## src/rtl/async_fifo_pkg.sv

```systemverilog
// Shared types for the async FIFO read-side stream controller.
// Holds the controller state encoding and the frame counter width.
package async_fifo_pkg;

    typedef enum logic [1:0] {
        IDLE,
        FETCH,
        DRAIN
    } rdctl_state_t;

    localparam int FRAME_CNT_W = 16;

endpackage

```

## src/rtl/stream_skid_buf.sv

```systemverilog
// Two-entry skid buffer that absorbs the FIFO read latency.
// The head entry is a register that drives the output word directly.
module stream_skid_buf
    import async_fifo_pkg::*;
#(
    parameter int W = 32
) (
    input  logic         clk,
    input  logic         rst,
    input  logic         push,
    input  logic [W-1:0] push_data,
    input  logic         pop,
    output logic [1:0]   occ,
    output logic [W-1:0] head
);

    logic [1:0]   occ_q, occ_d;
    logic [W-1:0] head_q, head_d;
    logic [W-1:0] tail_q, tail_d;

    // Next entries: a push lands in the head when it is, or becomes, free.
    always_comb begin
        occ_d  = occ_q;
        head_d = head_q;
        tail_d = tail_q;
        if (push && pop) begin
            if (occ_q == 2'd2) begin
                head_d = tail_q;
                tail_d = push_data;
            end else begin
                head_d = push_data;
            end
        end else if (push) begin
            if (occ_q == 2'd0) begin
                head_d = push_data;
            end else begin
                tail_d = push_data;
            end
            occ_d = occ_q + 2'd1;
        end else if (pop) begin
            if (occ_q == 2'd2) begin
                head_d = tail_q;
            end
            occ_d = occ_q - 2'd1;
        end
    end

    // Buffer registers, cleared by reset so buffered words are discarded.
    always_ff @(posedge clk or posedge rst) begin
        if (rst) begin
            occ_q  <= 2'd0;
            head_q <= '0;
            tail_q <= '0;
        end else begin
            occ_q  <= occ_d;
            head_q <= head_d;
            tail_q <= tail_d;
        end
    end

    assign occ  = occ_q;
    assign head = head_q;

endmodule

```

## src/rtl/fifo_rd_stream_ctrl.sv

```systemverilog
// Read-domain consumer of async_fifo: fetches words with credit-based
// flow control and emits them as a framed valid/ready stream.
module fifo_rd_stream_ctrl
    import async_fifo_pkg::*;
#(
    parameter int FIFO_WIDTH = 32,
    parameter int BURST_LEN  = 16
) (
    input  logic                   rinc,
    input  logic                   rst,
    input  logic                   en,
    input  logic                   fifo_empty,
    output logic                   fifo_ren,
    input  logic [FIFO_WIDTH-1:0]  fifo_dout,
    output logic                   m_valid,
    input  logic                   m_ready,
    output logic [FIFO_WIDTH-1:0]  m_data,
    output logic                   m_sop,
    output logic                   m_eop,
    output logic [FRAME_CNT_W-1:0] frame_cnt,
    output logic                   busy
);

    localparam int BEAT_W = (BURST_LEN > 1) ? $clog2(BURST_LEN) : 1;
    localparam logic [BEAT_W-1:0] LAST_BEAT = BEAT_W'(BURST_LEN - 1);

    rdctl_state_t           state_q, state_d;
    logic                   inflight_q, inflight_d;
    logic [BEAT_W-1:0]      beat_q, beat_d;
    logic [FRAME_CNT_W-1:0] frame_q, frame_d;
    logic [1:0]             occ;
    logic                   pop;
    logic [2:0]             credit;

    stream_skid_buf #(.W(FIFO_WIDTH)) u_skid (
        .clk       (rinc),
        .rst       (rst),
        .push      (inflight_q),
        .push_data (fifo_dout),
        .pop       (pop),
        .occ       (occ),
        .head      (m_data)
    );

    assign m_valid = (occ != 2'd0);
    assign pop     = m_valid && m_ready;
    assign credit  = {1'b0, occ} + {2'b00, inflight_q};

    // Next state and read enable; a pop this cycle frees one credit.
    always_comb begin
        state_d  = state_q;
        fifo_ren = 1'b0;
        unique case (state_q)
            IDLE: begin
                if (en) state_d = FETCH;
            end
            FETCH: begin
                fifo_ren = !fifo_empty && (credit < 3'd2 + {2'b00, pop});
                if (!en) state_d = DRAIN;
            end
            DRAIN: begin
                if (en) begin
                    state_d = FETCH;
                end else if (occ == 2'd0 && !inflight_q) begin
                    state_d = IDLE;
                end
            end
            default: state_d = IDLE;
        endcase
    end

    // Beat position within the frame and completed-frame count.
    always_comb begin
        inflight_d = fifo_ren;
        beat_d     = beat_q;
        frame_d    = frame_q;
        if (pop) begin
            if (beat_q == LAST_BEAT) begin
                beat_d  = '0;
                frame_d = frame_q + FRAME_CNT_W'(1);
            end else begin
                beat_d = beat_q + BEAT_W'(1);
            end
        end
    end

    // Control registers; reset abandons any read still in flight.
    always_ff @(posedge rinc or posedge rst) begin
        if (rst) begin
            state_q    <= IDLE;
            inflight_q <= 1'b0;
            beat_q     <= '0;
            frame_q    <= '0;
        end else begin
            state_q    <= state_d;
            inflight_q <= inflight_d;
            beat_q     <= beat_d;
            frame_q    <= frame_d;
        end
    end

    assign m_sop     = m_valid && (beat_q == '0);
    assign m_eop     = m_valid && (beat_q == LAST_BEAT);
    assign frame_cnt = frame_q;
    assign busy      = (state_q != IDLE);

endmodule

```

## config.mk

```make
export PLATFORM = sky130hd
export DESIGN_NAME = fifo_rd_stream_ctrl
export DESIGN_NICKNAME = d
export VERILOG_FILES = /design/src/rtl/async_fifo_pkg.sv /design/src/rtl/stream_skid_buf.sv /design/src/rtl/fifo_rd_stream_ctrl.sv
export SDC_FILE = /design/constraint.sdc
export NUM_CORES = 1
export LEC_CHECK = 0
export ABC_CLOCK_PERIOD_IN_PS = 4200
export CAP_MARGIN = 40
export CORE_MARGIN = 2
export CORE_UTILIZATION = 50
export CTS_CLUSTER_DIAMETER = 50
export DETAILED_ROUTE_END_ITERATION = 7
export HOLD_SLACK_MARGIN = 0.02
export PLACE_DENSITY = 0.85
export SLEW_MARGIN = 20
export SYNTH_ARGS = -nofsm -noshare
export SYNTH_HDL_FRONTEND = slang
export SYNTH_SLANG_ARGS = --single-unit
```

## constraint.sdc

```tcl
create_clock -name rinc -period 4.2 [get_ports rinc]
set_clock_uncertainty 0.1 [all_clocks]
set_input_delay 0.84 -clock rinc [delete_from_list [all_inputs] [get_ports rinc]]
set_output_delay 0.84 -clock rinc [all_outputs]
set_load 0.03 [all_outputs]
```

After elaboration in Yosys (flattened, before gate mapping)
Index checks and enable logic that the tools add are counted.
{"block": "classes", "order_cmp": 1, "reduce_logical": 22, "muxes": 19, "multipliers": 0, "shifts": 0, "addsub": 6, "div_mod_pow": 0, "bitwise_logic": 1, "eq_ne": 10}
{"cell": "$mux W32", "count": 10}
{"cell": "$add A16 B1 Y16 const B", "count": 1}
{"cell": "$mux W2", "count": 6}
{"cell": "$reduce_and A3 Y1", "count": 3}
{"cell": "$reduce_bool A2 Y1", "count": 4}
{"cell": "$logic_and A1 B1 Y1", "count": 6}
{"cell": "$ne A2 B2 Y1 const B", "count": 3}
{"cell": "$pmux W2 S3", "count": 1}
{"cell": "$reduce_bool A3 Y1", "count": 2}
{"cell": "$add A4 B1 Y4 const B", "count": 1}
{"cell": "$eq A2 B2 Y1 const B", "count": 2}
{"cell": "$eq A4 B4 Y1 const B", "count": 1}
{"cell": "$logic_not A2 Y1", "count": 2}
{"cell": "$logic_not A4 Y1", "count": 1}
{"cell": "$mux W4", "count": 1}
{"cell": "$reduce_and A2 Y1", "count": 2}
{"cell": "$add A2 B1 Y3", "count": 1}
{"cell": "$add A2 B1 Y3 const A", "count": 1}
{"cell": "$lt A3 B3 Y1", "count": 1}
{"cell": "$ne A3 B1 Y1 const B", "count": 1}
{"cell": "$ne A3 B3 Y1 const B", "count": 1}
{"cell": "$add A2 B1 Y2 const B", "count": 1}
{"cell": "$eq A2 B1 Y1 const B", "count": 1}
{"cell": "$logic_not A1 Y1", "count": 2}
{"cell": "other kinds (4)", "count": 4}
{"block": "word_totals", "mem_count": 0, "romBits": 0, "reg_bits": 89, "input_bits": 37, "output_inout_bits": 53, "elab_cells": 66, "ramBits": 0, "latch_bits": 0}

Longest topological paths before layout
{"block": "logic_depth", "ltp_word": 6, "ltp_mapped": 8, "ltp_nobuf": 5}

Cells and area by module
A second synthesis with hierarchy kept.
{"block": "hier_totals", "cells_unflattened": 367, "hier_area_um2": 4225.3}
{"module": "stream_skid_buf", "seq_area_each_um2": 1651.6, "area_per_inst_um2": 3138.0, "cells_each": 274, "n_inst": 1}
{"module": "fifo_rd_stream_ctrl", "seq_area_each_um2": 575.6, "area_per_inst_um2": 1087.3, "cells_each": 93, "n_inst": 1}

Least setup slack after synthesis
OpenSTA, ideal clock, no wires.
{"block": "synth_path", "kind": "in2out", "from": "in m_ready", "to": "out fifo_ren", "stages": 4, "arrival_ns": 2.243, "n_path_buf": 0, "slack_ns": 1.017, "required_time_ns": 3.260, "path_cell_list": "o21a_4 -> inv_4 -> o21ai_0 -> nor4b_1"}
{"block": "synth_between", "elab_chain_len": 5}
{"element": "start, declared", "line": "fifo_rd_stream_ctrl.sv:16", "source": "input logic m_ready,"}
{"element": "$logic_and A1 B1 Y1", "line": "fifo_rd_stream_ctrl.sv:46", "source": "assign pop = m_valid && m_ready;"}
{"element": "$add A2 B1 Y3", "line": "fifo_rd_stream_ctrl.sv:58", "source": "fifo_ren = !fifo_empty && (credit < 3'd2 + {2'b00, pop});"}
{"element": "$lt A3 B3 Y1", "line": "fifo_rd_stream_ctrl.sv:58"}
{"element": "$logic_and A1 B1 Y1", "line": "fifo_rd_stream_ctrl.sv:58"}
{"element": "$mux W1", "line": "fifo_rd_stream_ctrl.sv:53", "source": "unique case (state_q)"}
{"element": "end, declared", "line": "fifo_rd_stream_ctrl.sv:13", "source": "output logic fifo_ren,"}
Every way passes these cells.

Final worst setup path
Same ends and word-level chain as after synthesis.

==> results.md <==
| Result | Reported | Unit |
| --- | --- | --- |
| Total instance count after detailed placement | 473 | - |
| Cell count after synthesis | 286 | - |
| Share of cells above drive strength 1 | 25.3 | % |
| Portion of netlist area occupied by mux cells | 28.7 | % |
| Most numerous cell types in the synthesized netlist | 89 x sky130_fd_sc_hd__dfrtp_1, 37 x sky130_fd_sc_hd__mux2_2, 30 x sky130_fd_sc_hd__mux2_1, 30 x sky130_fd_sc_hd__mux2_4, 16 x sky130_fd_sc_hd__xnor2_1 | - |
| H-tree Lvls | 3 | - |
| Starting DRC count in detailed routing | 77 | - |
| Vias per std cell | 5.21 | - |
| Crit path launch type | input port | - |
| Share of the synthesized area in compound gates (AO/OA/AOI/OAI) | 1.70 | % |
| Number of violations of the max-capacitance limit | 0 | - |
| Share of flip-flops with an asynchronous set or reset after synthesis | 100 | % |
| VDD IR-drop max | 395 | uV |
| Core outline area | 8180 | sq um |
| Ordered list of cells on the worst path | clkdlybuf4s50_1 > o21a_4 > inv_4 > o21ai_0 > nor4b_1 > clkdlybuf4s50_1 | - |
| Worst-case headroom to the max-slew limit | 69.0 | % |
| Post-route ant nets | 0 | - |
| Routed WL | 7850 | um |
| Main area contributors after synthesis | sky130_fd_sc_hd__dfrtp_1 53%, sky130_fd_sc_hd__mux2_4 11%, sky130_fd_sc_hd__mux2_2 9.9% | - |
| First drt pass iteration count | 4 | - |
| Post-Route Setup TNS | 0 | ps |
| Number of enable-type register cells in the synthesized netlist | 0 | - |
| Clock transition time at the flip-flop clock pins of the worst setup and hold paths | 90 | ps |
| Sinks on Clock Net | 89 | - |
| Warnings from Yosys | 0 | - |
| Clock latency at the later pin of the worst-skew pair | 340 | ps |
| Share of the synthesized netlist area taken by xor and xnor gates | 4.18 | % |
| Number of setup violations in the final report | 0 | - |
| Share of the clock period used by the worst path after layout | 90.8 | % |
| Most used standard cell by instance count after synthesis | sky130_fd_sc_hd__dfrtp_1 | - |
| Count of nets after finishing | 422 | - |
| Std cell rows | 33 | - |
| Kind of capture point of the worst setup path | primary output | - |
| Hold Vio Cnt, Final | 0 | - |
| Full die area | 9130 | sq um |
| Leakage power total | 2.40 | nW |
| Layout Area Growth over Synthesis | 27.7 | % |
| Proportion of power drawn by combinational gates | 45.9 | % |
| Hold crit path type | register to register | - |
| Post-synthesis register bit count | 89 | - |
| Net switching power figure | 1.33 | mW |
| Post-cts repair resize count | 0 | - |
| Remaining design rule violation count | 0 | - |
| Critical Path Max Stage Delay | 760 | ps |
| WP data arrival | 2880 | ps |
| Clock buffer depth | 2 | - |
| Sw frac | 35.2 | % |
| Area fraction in and, or, nand and nor cells after synthesis | 6.42 | % |
| I/O pins | 90 | - |
| Area leader, netlist | sky130_fd_sc_hd__dfrtp_1 | - |
| Vias in the first global route | 2656 | - |
| Status | complete, no violations | - |
| Area share of the largest cell type after synthesis | 53.1 | % |
| Routed vias | 2546 | - |
| Total power per unit cell area | 706 | nW/um^2 |
| Final RePlAce weighted congestion | 0.804 | - |
| CP max stage cell | sky130_fd_sc_hd__clkdlybuf4s50_1 | - |
| Int Pwr | 2.45 | mW |
| Actual transition at the worst max-transition pin | 465 | ps |
| Achievable Freq | 0.262 | GHz |
| First-pass GRT wire length | 12400 | um |
| Vertical extent of the die | 95.6 | um |
| GR Overflow Total | 0 | - |
| Largest net degree at the start of global routing | 38 | - |
| Mean routed wirelength per cell | 16.0 | um |
| Cell Count, Final, Fillers Out | 489 | - |
| Combined area of all synthesized cells | 4190 | sq um |
| Dominant cell type by count on the critical path | sky130_fd_sc_hd__clkdlybuf4s50_1 | - |
| Setup repair after global routing missed its margin | no | - |
| Max-slew violation total from the final report | 0 | - |
| N_diodes | 0 | - |
| Count of cells along the worst hold path | 1 | - |
| Worst Setup Path Type | input port to primary output | - |
| Average cell area after synthesis | 14.7 | sq um |
| Die width | 95.6 | um |
| Clock Root Buffer | sky130_fd_sc_hd__clkbuf_8 | - |
| Net count of the mapped netlist | 329 | - |
| Total power after layout | 3.78 | mW |
| Required time at the worst-slack endpoint | 3260 | ps |
| Yosys cell types | 35 | - |
| Number of buffers inserted by port buffering | 89 | - |
| Antenna violations before repair | 0 | - |
| CTS tree | done | - |
| Quantity of hold-fixing buffers added after cts | 0 | - |
| Sequential-to-total area share from yosys stat | 53.1 | % |
| Main combinational cell family by area after synthesis | multiplexers | - |
| Placed wire-length estimate after detailed placement | 5460 | um |
| Filler Cells Inserted | 595 | - |
| Main flop type after synthesis | sky130_fd_sc_hd__dfrtp_1 | - |
| Shortest period the worst path allows | 3820 | ps |
| Starting density of the core | 51.3 | % |
| CTS buffer count | 9 | - |
| Sequential Power Share | 37.9 | % |
| Highest fanout seen on the critical path | 6 | - |
| Post-CTS Setup Bufs | 0 | - |
| Relative contribution of the clock network to total power | 16.2 | % |
| Arithmetic-cell share of the synthesized area counting full adders, half adders and majority gates | 1.79 | % |
| Worst R2R Path Depth | 5 | - |
| Total Routing Usage GR | 17.8 | % |
cell families after synthesis:
logic type / after synthesis
AO/OA/AOI/OAI: 11
XOR/XNOR: 20
adder cells (fa/ha/maj): 6
buffers and inverters: 18
flip-flops: 89
multiplexers: 97
AND/OR/NAND/NOR: 45
power by group through the flow:
stage | Combinational, mW | Sequential, mW | Clock [mW]
global route | 1.85 | 1.47 | 0.663
global placement | 1.70 | 1.42 | 0
detailed placement | 1.75 | 1.45 | 0
floorplan | 0.976 | 1.70 | 0
CTS | 1.76 | 1.43 | 0.626
finish | 1.73 | 1.43 | 0.613
sequential cells by signal (all words and copies together), names as in the netlist:
name           count
u_skid.occ         2
u_skid.head       32
beat_q             4
state_q            2
u_skid.tail_q     32
inflight_q         1
frame_cnt         16
area by class of cell:
type	count	area (sq um)	share of cell area, %
Clock buffer	9	124	2.31
Timing Repair Buffer	94	953	17.8
Multi-Input combinational cell	179	1800	33.7
Sequential cell	89	2230	41.6
Tap cell	105	131	2.45
Inverter	6	26.3	0.491
Clock inverter	7	86.3	1.61
worst paths after layout:
kind	startpoint	endpoint	slack, ps
max	m_ready	fifo_ren	380
min	frame_cnt[15]$_DFFE_PP0P_	frame_cnt[15]$_DFFE_PP0P_	380
max reg2reg	u_skid.occ[0]$_DFFE_PP0P_	u_skid.head[2]$_DFFE_PP0P_	2170
min reg2reg	frame_cnt[15]$_DFFE_PP0P_	frame_cnt[15]$_DFFE_PP0P_	380
max in group asynchronous	rst	u_skid.tail_q[25]$_DFFE_PP0P_	2530
min in group asynchronous	rst	u_skid.head[22]$_DFFE_PP0P_	680
cells in the final DEF, fill, tap and decap left out, types with 2 or more instances in the layout:
master                             n
sky130_fd_sc_hd__ha_1              6
sky130_fd_sc_hd__nor4b_1           2
sky130_fd_sc_hd__and4_1            3
sky130_fd_sc_hd__mux2_1           30
sky130_fd_sc_hd__nand2_1          13
sky130_fd_sc_hd__o21ai_0           5
sky130_fd_sc_hd__buf_12            2
sky130_fd_sc_hd__mux2_4           30
sky130_fd_sc_hd__inv_8             2
sky130_fd_sc_hd__buf_4             3
sky130_fd_sc_hd__and3_1            2
sky130_fd_sc_hd__inv_1             4
sky130_fd_sc_hd__mux2_2           37
sky130_fd_sc_hd__clkbuf_8          9
sky130_fd_sc_hd__nor2_1            2
sky130_fd_sc_hd__nand3_1           6
sky130_fd_sc_hd__a21oi_1           2
sky130_fd_sc_hd__clkdlybuf4s50_1  89
sky130_fd_sc_hd__nand4_1           5
sky130_fd_sc_hd__xor2_1            4
sky130_fd_sc_hd__dfrtp_1          89
sky130_fd_sc_hd__clkinv_4          2
sky130_fd_sc_hd__xnor2_1          16
sky130_fd_sc_hd__nor2b_1           2
critical path, delay by kind of cell:
kind	cells	cell delay (ps)
buf+inv	3	1370
simple gates	1	350
compound gates	2	310
layer usage:
layer	part of all wire (%)	GRT usage [%]
met3	5.1	3.79
met4	1.6	6.55
met5	0	0
met1	46	23.4
met2	47	29.1
through the flow:
stage	utilization (%)	setup slack (ps)	hold WS (ps)	area, sq um
finish	65.5	385	379	5350
global route	65.5	219	396	5350
CTS	65.5	354	378	5350
detailed placement	62.9	375	365	5140
global placement	62.6	472	363	5120
floorplan	-	953	350	4190
(Power assumes the default switching activity.)
